--- config.mk ---
export PLATFORM = sky130hd
export DESIGN_NAME = ctrl_ramdrv_ringcnt
export DESIGN_NICKNAME = d
export VERILOG_FILES = /design/src/rtl/ctrl_ramdrv_ringcnt_pkg.sv /design/src/rtl/ctrl_ramdrv_ringcnt_ring_ofs_step.sv /design/src/rtl/ctrl_ramdrv_ringcnt.sv
export SDC_FILE = /design/constraint.sdc
export NUM_CORES = 1
export LEC_CHECK = 0
export ABC_AREA = 1
export CORE_MARGIN = 3
export CORE_UTILIZATION = 45
export CTS_BUF_LIST = sky130_fd_sc_hd__clkbuf_8 sky130_fd_sc_hd__clkbuf_16
export CTS_CLUSTER_SIZE = 14
export DETAILED_ROUTE_END_ITERATION = 10
export HOLD_SLACK_MARGIN = 0.03
export PLACE_DENSITY_LB_ADDON = 0.05
export SLEW_MARGIN = 20
export SYNTH_ARGS = -nofsm -noshare
export SYNTH_HDL_FRONTEND = slang
export SYNTH_HIERARCHICAL = 1
export SYNTH_SLANG_ARGS = --single-unit
export TNS_END_PERCENT = 100
--- constraint.sdc ---
create_clock -name clk_i -period 15.4 [get_ports clk_i]
set_input_delay 1.54 -clock clk_i [delete_from_list [all_inputs] [get_ports clk_i]]
set_output_delay 1.54 -clock clk_i [all_outputs]
set_load 0.01 [all_outputs]
--- src/rtl/ctrl_ramdrv_ringcnt_pkg.sv ---
// Shared command/direction encodings for the RAM-driver counters, plus a small
// decode helper used for waveform-readable command names.
package ctrl_ramdrv_ringcnt_pkg;

    typedef enum logic [1:0] {
        CMD_SLEEP   = 2'b00,
        CMD_COUNT   = 2'b01,
        CMD_LOAD    = 2'b10,
        CMD_ILLEGAL = 2'b11
    } cmd_e;

    localparam logic DIR_UP   = 1'b0;
    localparam logic DIR_DOWN = 1'b1;

    function automatic logic [8*8-1:0] cmd_name(input cmd_e c);
        logic [8*8-1:0] s;
        s = "SLEEP   ";
        case (c)
            CMD_COUNT:   s = "COUNT   ";
            CMD_LOAD:    s = "LOAD    ";
            CMD_ILLEGAL: s = "ILLEGAL ";
            default:     s = "SLEEP   ";
        endcase
        return s;
    endfunction

endpackage

--- src/rtl/ctrl_ramdrv_ringcnt_ring_ofs_step.sv ---
// Combinational ring offset stepper: advances an offset one position modulo (len+1)
// in the given direction and reports when the step crosses the ring boundary.
module ctrl_ramdrv_ringcnt_ring_ofs_step
    import ctrl_ramdrv_ringcnt_pkg::*;
#(
    parameter int LEN_WIDTH = 8
) (
    input  logic [LEN_WIDTH-1:0] ofs_i,
    input  logic [LEN_WIDTH-1:0] len_i,
    input  logic                 dir_i,
    output logic [LEN_WIDTH-1:0] ofs_nxt_o,
    output logic                 wrap_o
);

    always_comb begin
        ofs_nxt_o = ofs_i;
        wrap_o    = 1'b0;
        if (dir_i == DIR_UP) begin
            wrap_o    = (ofs_i == len_i);
            ofs_nxt_o = wrap_o ? '0 : ofs_i + 1'b1;
        end else begin
            wrap_o    = (ofs_i == '0);
            ofs_nxt_o = wrap_o ? len_i : ofs_i - 1'b1;
        end
    end

endmodule

--- src/rtl/ctrl_ramdrv_ringcnt.sv ---
// Multi-channel ring-buffer address generator: per-channel base/len/offset/tap state,
// one registered address per count command, with end-of-pass, wrap and error flags.
module ctrl_ramdrv_ringcnt
    import ctrl_ramdrv_ringcnt_pkg::*;
#(
    parameter int ADDR_WIDTH = 12,
    parameter int LEN_WIDTH  = 8,
    parameter int CH_NUM     = 4,
    parameter int CH_WIDTH   = 2
) (
    input  logic                  clk_i,
    input  logic                  rst_i,
    input  logic                  clr_i,
    input  logic                  load_i,
    input  logic                  cnt_i,
    input  logic [CH_WIDTH-1:0]   ch_sel_i,
    input  logic                  dir_in_i,
    input  logic [ADDR_WIDTH-1:0] base_in_i,
    input  logic [LEN_WIDTH-1:0]  len_in_i,
    input  logic [LEN_WIDTH-1:0]  ofs_in_i,
    output logic [ADDR_WIDTH-1:0] addr_o,
    output logic                  addr_vld_o,
    output logic [CH_WIDTH-1:0]   ch_out_o,
    output logic                  last_o,
    output logic                  wrap_o,
    output logic                  err_o
);

    logic [ADDR_WIDTH-1:0] base_q [CH_NUM];
    logic [ADDR_WIDTH-1:0] base_d [CH_NUM];
    logic [LEN_WIDTH-1:0]  len_q  [CH_NUM];
    logic [LEN_WIDTH-1:0]  len_d  [CH_NUM];
    logic [LEN_WIDTH-1:0]  ofs_q  [CH_NUM];
    logic [LEN_WIDTH-1:0]  ofs_d  [CH_NUM];
    logic [LEN_WIDTH-1:0]  tap_q  [CH_NUM];
    logic [LEN_WIDTH-1:0]  tap_d  [CH_NUM];
    logic                  dir_q  [CH_NUM];
    logic                  dir_d  [CH_NUM];

    logic [ADDR_WIDTH-1:0] addr_q, addr_d;
    logic                  addr_vld_q, addr_vld_d;
    logic [CH_WIDTH-1:0]   ch_out_q, ch_out_d;
    logic                  last_q, last_d;
    logic                  wrap_q, wrap_d;
    logic                  err_q, err_d;

    cmd_e                  cmd;
    logic                  ch_ok;
    logic [CH_WIDTH-1:0]   ch_idx;
    logic [ADDR_WIDTH-1:0] sel_base;
    logic [LEN_WIDTH-1:0]  sel_len;
    logic [LEN_WIDTH-1:0]  sel_ofs;
    logic [LEN_WIDTH-1:0]  sel_tap;
    logic                  sel_dir;
    logic [LEN_WIDTH-1:0]  step_ofs;
    logic                  step_wrap;
    logic                  tap_last;
    logic [ADDR_WIDTH-1:0] issue_addr;

    assign cmd    = cmd_e'({load_i, cnt_i});
    assign ch_ok  = (32'(ch_sel_i) < CH_NUM);
    // Out-of-range selects are steered to channel 0 so array reads stay in bounds;
    // the command itself is rejected via ch_ok.
    assign ch_idx = ch_ok ? ch_sel_i : '0;

    assign sel_base = base_q[ch_idx];
    assign sel_len  = len_q[ch_idx];
    assign sel_ofs  = ofs_q[ch_idx];
    assign sel_tap  = tap_q[ch_idx];
    assign sel_dir  = dir_q[ch_idx];

    assign tap_last   = (sel_tap == sel_len);
    assign issue_addr = sel_base + ADDR_WIDTH'(sel_ofs);

    ctrl_ramdrv_ringcnt_ring_ofs_step #(
        .LEN_WIDTH (LEN_WIDTH)
    ) u_ofs_step (
        .ofs_i     (sel_ofs),
        .len_i     (sel_len),
        .dir_i     (sel_dir),
        .ofs_nxt_o (step_ofs),
        .wrap_o    (step_wrap)
    );

    always_comb begin
        base_d     = base_q;
        len_d      = len_q;
        ofs_d      = ofs_q;
        tap_d      = tap_q;
        dir_d      = dir_q;
        addr_d     = addr_q;
        ch_out_d   = ch_out_q;
        addr_vld_d = 1'b0;
        last_d     = 1'b0;
        wrap_d     = 1'b0;
        err_d      = 1'b0;

        if (clr_i) begin
            for (int i = 0; i < CH_NUM; i++) begin
                base_d[i] = '0;
                len_d[i]  = '0;
                ofs_d[i]  = '0;
                tap_d[i]  = '0;
                dir_d[i]  = DIR_UP;
            end
            addr_d   = '0;
            ch_out_d = '0;
        end else begin
            case (cmd)
                CMD_LOAD: begin
                    if (!ch_ok) begin
                        err_d = 1'b1;
                    end else begin
                        base_d[ch_idx] = base_in_i;
                        len_d[ch_idx]  = len_in_i;
                        dir_d[ch_idx]  = dir_in_i;
                        tap_d[ch_idx]  = '0;
                        // A start offset outside the ring is clamped to 0 and flagged.
                        if (ofs_in_i <= len_in_i) begin
                            ofs_d[ch_idx] = ofs_in_i;
                        end else begin
                            ofs_d[ch_idx] = '0;
                            err_d         = 1'b1;
                        end
                    end
                end
                CMD_COUNT: begin
                    if (!ch_ok) begin
                        err_d = 1'b1;
                    end else begin
                        addr_d        = issue_addr;
                        addr_vld_d    = 1'b1;
                        ch_out_d      = ch_sel_i;
                        ofs_d[ch_idx] = step_ofs;
                        wrap_d        = step_wrap;
                        tap_d[ch_idx] = tap_last ? '0 : sel_tap + 1'b1;
                        last_d        = tap_last;
                    end
                end
                CMD_ILLEGAL: err_d = 1'b1;
                default: ;
            endcase
        end
    end

    always_ff @(posedge clk_i or posedge rst_i) begin
        if (rst_i) begin
            for (int i = 0; i < CH_NUM; i++) begin
                base_q[i] <= '0;
                len_q[i]  <= '0;
                ofs_q[i]  <= '0;
                tap_q[i]  <= '0;
                dir_q[i]  <= DIR_UP;
            end
            addr_q     <= '0;
            addr_vld_q <= 1'b0;
            ch_out_q   <= '0;
            last_q     <= 1'b0;
            wrap_q     <= 1'b0;
            err_q      <= 1'b0;
        end else begin
            base_q     <= base_d;
            len_q      <= len_d;
            ofs_q      <= ofs_d;
            tap_q      <= tap_d;
            dir_q      <= dir_d;
            addr_q     <= addr_d;
            addr_vld_q <= addr_vld_d;
            ch_out_q   <= ch_out_d;
            last_q     <= last_d;
            wrap_q     <= wrap_d;
            err_q      <= err_d;
        end
    end

`ifdef CTRL_RAMDRV_RINGCNT_DEBUG
    logic [8*8-1:0] cmd_ascii_q;
    always_ff @(posedge clk_i or posedge rst_i) begin
        if (rst_i) begin
            cmd_ascii_q <= cmd_name(CMD_SLEEP);
        end else begin
            cmd_ascii_q <= cmd_name(cmd);
        end
    end
`endif

    assign addr_o     = addr_q;
    assign addr_vld_o = addr_vld_q;
    assign ch_out_o   = ch_out_q;
    assign last_o     = last_q;
    assign wrap_o     = wrap_q;
    assign err_o      = err_q;

endmodule
==> impl_metrics.yaml <==
floorplan:
  die_w_um: 163.0
  coreArea_um2: 23820
  num_rows: 56
  initial_core_util_pct: 46.55
  die_area_um2: 26570
  die_y_um: 163.0
  ios: 54
cts:
  cts_sinks: 166
  cts-root-buf: "clkbuf_16"
  cts_tree: "yes"
  htree_levels: 4
  max-clock-path-buffers: 2
  clock_latency_ns: 0.45
  postCtsSetupRepairBufs: 0
  clk_pin_slew_worst_paths_ns: 0.08
  cts_buffers: 17
  ctsHoldBuffers: 0
  cts_resized: 0
final_layout:
  drive_gt1_share_pct: 5.549
  n_antenna_cell: 0
  nFillCells: 2395
  syn2layout_area_growth_pct: 12.20
  nNetsFinal: 1774
  fin_cells: 2049
  fin_area_um2: 12440
placement:
  dp.cells: 2017
  portBuffers: 53
  place_ws_ns: 9.608
  hpwl_mm: 24.16
  routabilityCongestion: 0.9486
  placed_cell_area_um2: 11790
logic_synthesis:
  synth_top_area_share_pct: 37.45
  synth_top_cells_by_area: "dfrtp_1, nand2_1, nand3_1"
  yosysSeqAreaShare_pct: 37.45
  yosys_warnings: 6
  synth.most_common_cell: "nand2_1"
  postSynthAreaPerCell_um2: 6.474
  synth_ff_type: "dfrtp_1"
  synth_cell_types: 38
  synth_common_cells: "nand2_1, nand3_1, dfrtp_1, inv_1, o21ai_0"
  synth_edf_count: 0
  syn_inst: 1713
  yosys_register_bits: 166
  syn_nets: 1770
  yosys.area.top_type: "dfrtp_1"
  syn_area_um2: 11090
  synthArstFlopShare_pct: 100.0
sta:
  finalHoldViolations: 0
  min_period_ns: 5.348
  setup_slack_ns: 10.05
  rsz0062_at_grt: "false"
  slew_violations: 0
  min_period_over_period_pct: 34.73
  setup_viol: 0
  clock.fmax_mhz: 187.0
  slew_headroom_pct: 32.45
  fin_tns_setup_ns: 0
  skew_ns: 0.02131
  worstMarginPinSlew_ns: 1.010
routing:
  ant_nets: 0
  routed_wl_mm: 37.30
  vias_per_cell: 5.461
  wl_per_cell_um: 18.20
  via_count: 11189
  route.detailed.drc: 0
  drt-initial-drc-count: 1202
  dr.pass1.iters: 7
worst_setup_path:
  cp.arrival_ns: 5.69
  cpPeakStageDelay_ns: 0.51
  endpoint_kind: "register"
  start_kind: "input port"
  worstSetupPathType: "in2reg"
  path_max_fanout: 42
  critical_path.slowest_cell: "nand2_2"
  reg2reg_from: "ofs_q[26]"
  worstPathRequired_ns: 15.74
  critPathLaunch: "ch_sel_i[1]"
  cp_common_cell: "nand2_1"
  crit_chain: "clkdlybuf4s50_1 > buf_4 > nand2_2 > inv_1 > buf_4 > nand2_1 > nand3_1 > ha_1 > nand2_1 > nand2_1 > a31oi_1 > o21ai_0 > nand3_1 > nand2_1 > nand2_1 > nand2_1 > nand3_1 > nand2_1"
power:
  finalPower_w: 0.001230
  vdd_drop_max_v: 0.00005609
  pwr-share-comb_pct: 22.9
  p_clk_share_pct: 38.0
  p_sw_w: 0.0004588
  powerDensity_nw_per_um2: 98.85
  sequentialPowerShare_pct: 39.1
  p_leak_nw: 6.504
  intPower_w: 0.0007712
  switching_share_pct: 37.30
run:
  cap_viol_max_count: 0
global_route:
  grt_use_total_pct: 28.50
  overflow: 0
  grt_pass1_vias: 10639
  grt_pass1_wl_mm: 59.31
  antenna_found_initial: 0
  grt_start_max_net_pins: 86
hold_path:
  worst_hold_startpoint: "addr_o[7]"
  min_path_type: "reg2reg"
status:
  status: "complete, no violations"
==> per-layer routing <==
| layer | share of wire [%] | up-vias | GRT usage, % |
|---|---|---|---|
| met3 | 7.4 | 75 | 4.476 |
| met5 | 0 | - | 0 |
| met2 | 45 | 455 | 44.73 |
| li1 | - | 5508 | - |
| met1 | 45 | 5151 | 40.28 |
| met4 | 3.1 | 0 | 9.612 |
==> sequential cells by signal (all words and copies together) (netlist names) <==
| signal | count |
|---|---|
| base_q | 48 |
| len_q | 32 |
| ofs_q | 32 |
| tap_q | 32 |
| addr_o | 12 |
| dir_q | 4 |
| ch_out_o | 2 |
| addr_vld_o | 1 |
| err_o | 1 |
| last_o | 1 |
| wrap_o | 1 |
==> placed cells by master (no fill, tap or decap), types with 4 or more instances in the layout <==
master	instances
o221ai_1	9
buf_4	23
nand3_1	212
o22ai_1	41
a22oi_1	24
nand2_2	7
clkbuf_16	17
a21oi_1	30
nor2_1	77
inv_12	6
nor2_4	6
xor2_1	8
clkinv_8	5
nand4_1	4
nor2_2	9
o21ai_0	96
nand2_1	737
inv_1	138
clkdlybuf4s50_1	52
ha_1	20
dfrtp_1	166
inv_2	11
==> cell type report <==
class | count | area, um2 | share of cell area (%)
Clock inverter | 15 | 219.0 | 1.760
Tap cell | 319 | 399.1 | 3.208
Clock buffer | 17 | 425.4 | 3.419
Timing Repair Buffer | 77 | 709.4 | 5.701
Sequential cell | 166 | 4154 | 33.38
Inverter | 151 | 571.8 | 4.595
Multi-Input combinational cell | 1304 | 5964 | 47.93
==> power groups by stage <==
stage	clock, W	sequential [W]	combinational, W
2_1_floorplan	0	0.000483	0.000198
3_3_place_gp	0	0.000489	0.000275
3_5_place_dp	0	0.000489	0.000277
4_1_cts	0.000474	0.000480	0.000278
5_1_grt	0.000493	0.000483	0.000314
6_report	0.000467	0.000481	0.000282
==> path summary, 6_finish.rpt <==
path	to	slack (ns)	depth (start not counted)
worst max-delay path	addr_o[11]	10.05	18
worst min-delay path	addr_o[7]	0.49	2
worst max register to register	ofs_q[1]	12.65	15
worst min register to register	addr_o[7]	0.49	2
max in group asynchronous	addr_o[2]	12.52	3
min in group asynchronous	len_q[29]	1.65	2
==> metrics by stage <==
step	hold slack, ns	util [%]
2_1_floorplan	0.4706	-
5_1_grt	0.5267	52.23
6_report	0.4881	52.23
3_5_place_dp	0.4707	49.50
4_1_cts	0.4928	52.21
3_3_place_gp	0.4699	49.50
==> logic make-up after synthesis <==
group,count (synthesis),share of synthesized area [%]
AND/OR/NAND/NOR,1058,39.05
buffers and inverters,243,8.879
AO/OA/AOI/OAI,214,11.32
flip-flops,166,37.45
adder cells (fa/ha/maj),21,2.437
XOR/XNOR,11,0.8688
==> critical path, delay by kind of cell <==
kind            cells  cell delay [ns]
compound gates      2             0.49
fa+ha+maj           1             0.36
buf+inv             4             1.68
simple gates       11             1.57
Note: power is estimated with default switching activity, not from simulation.
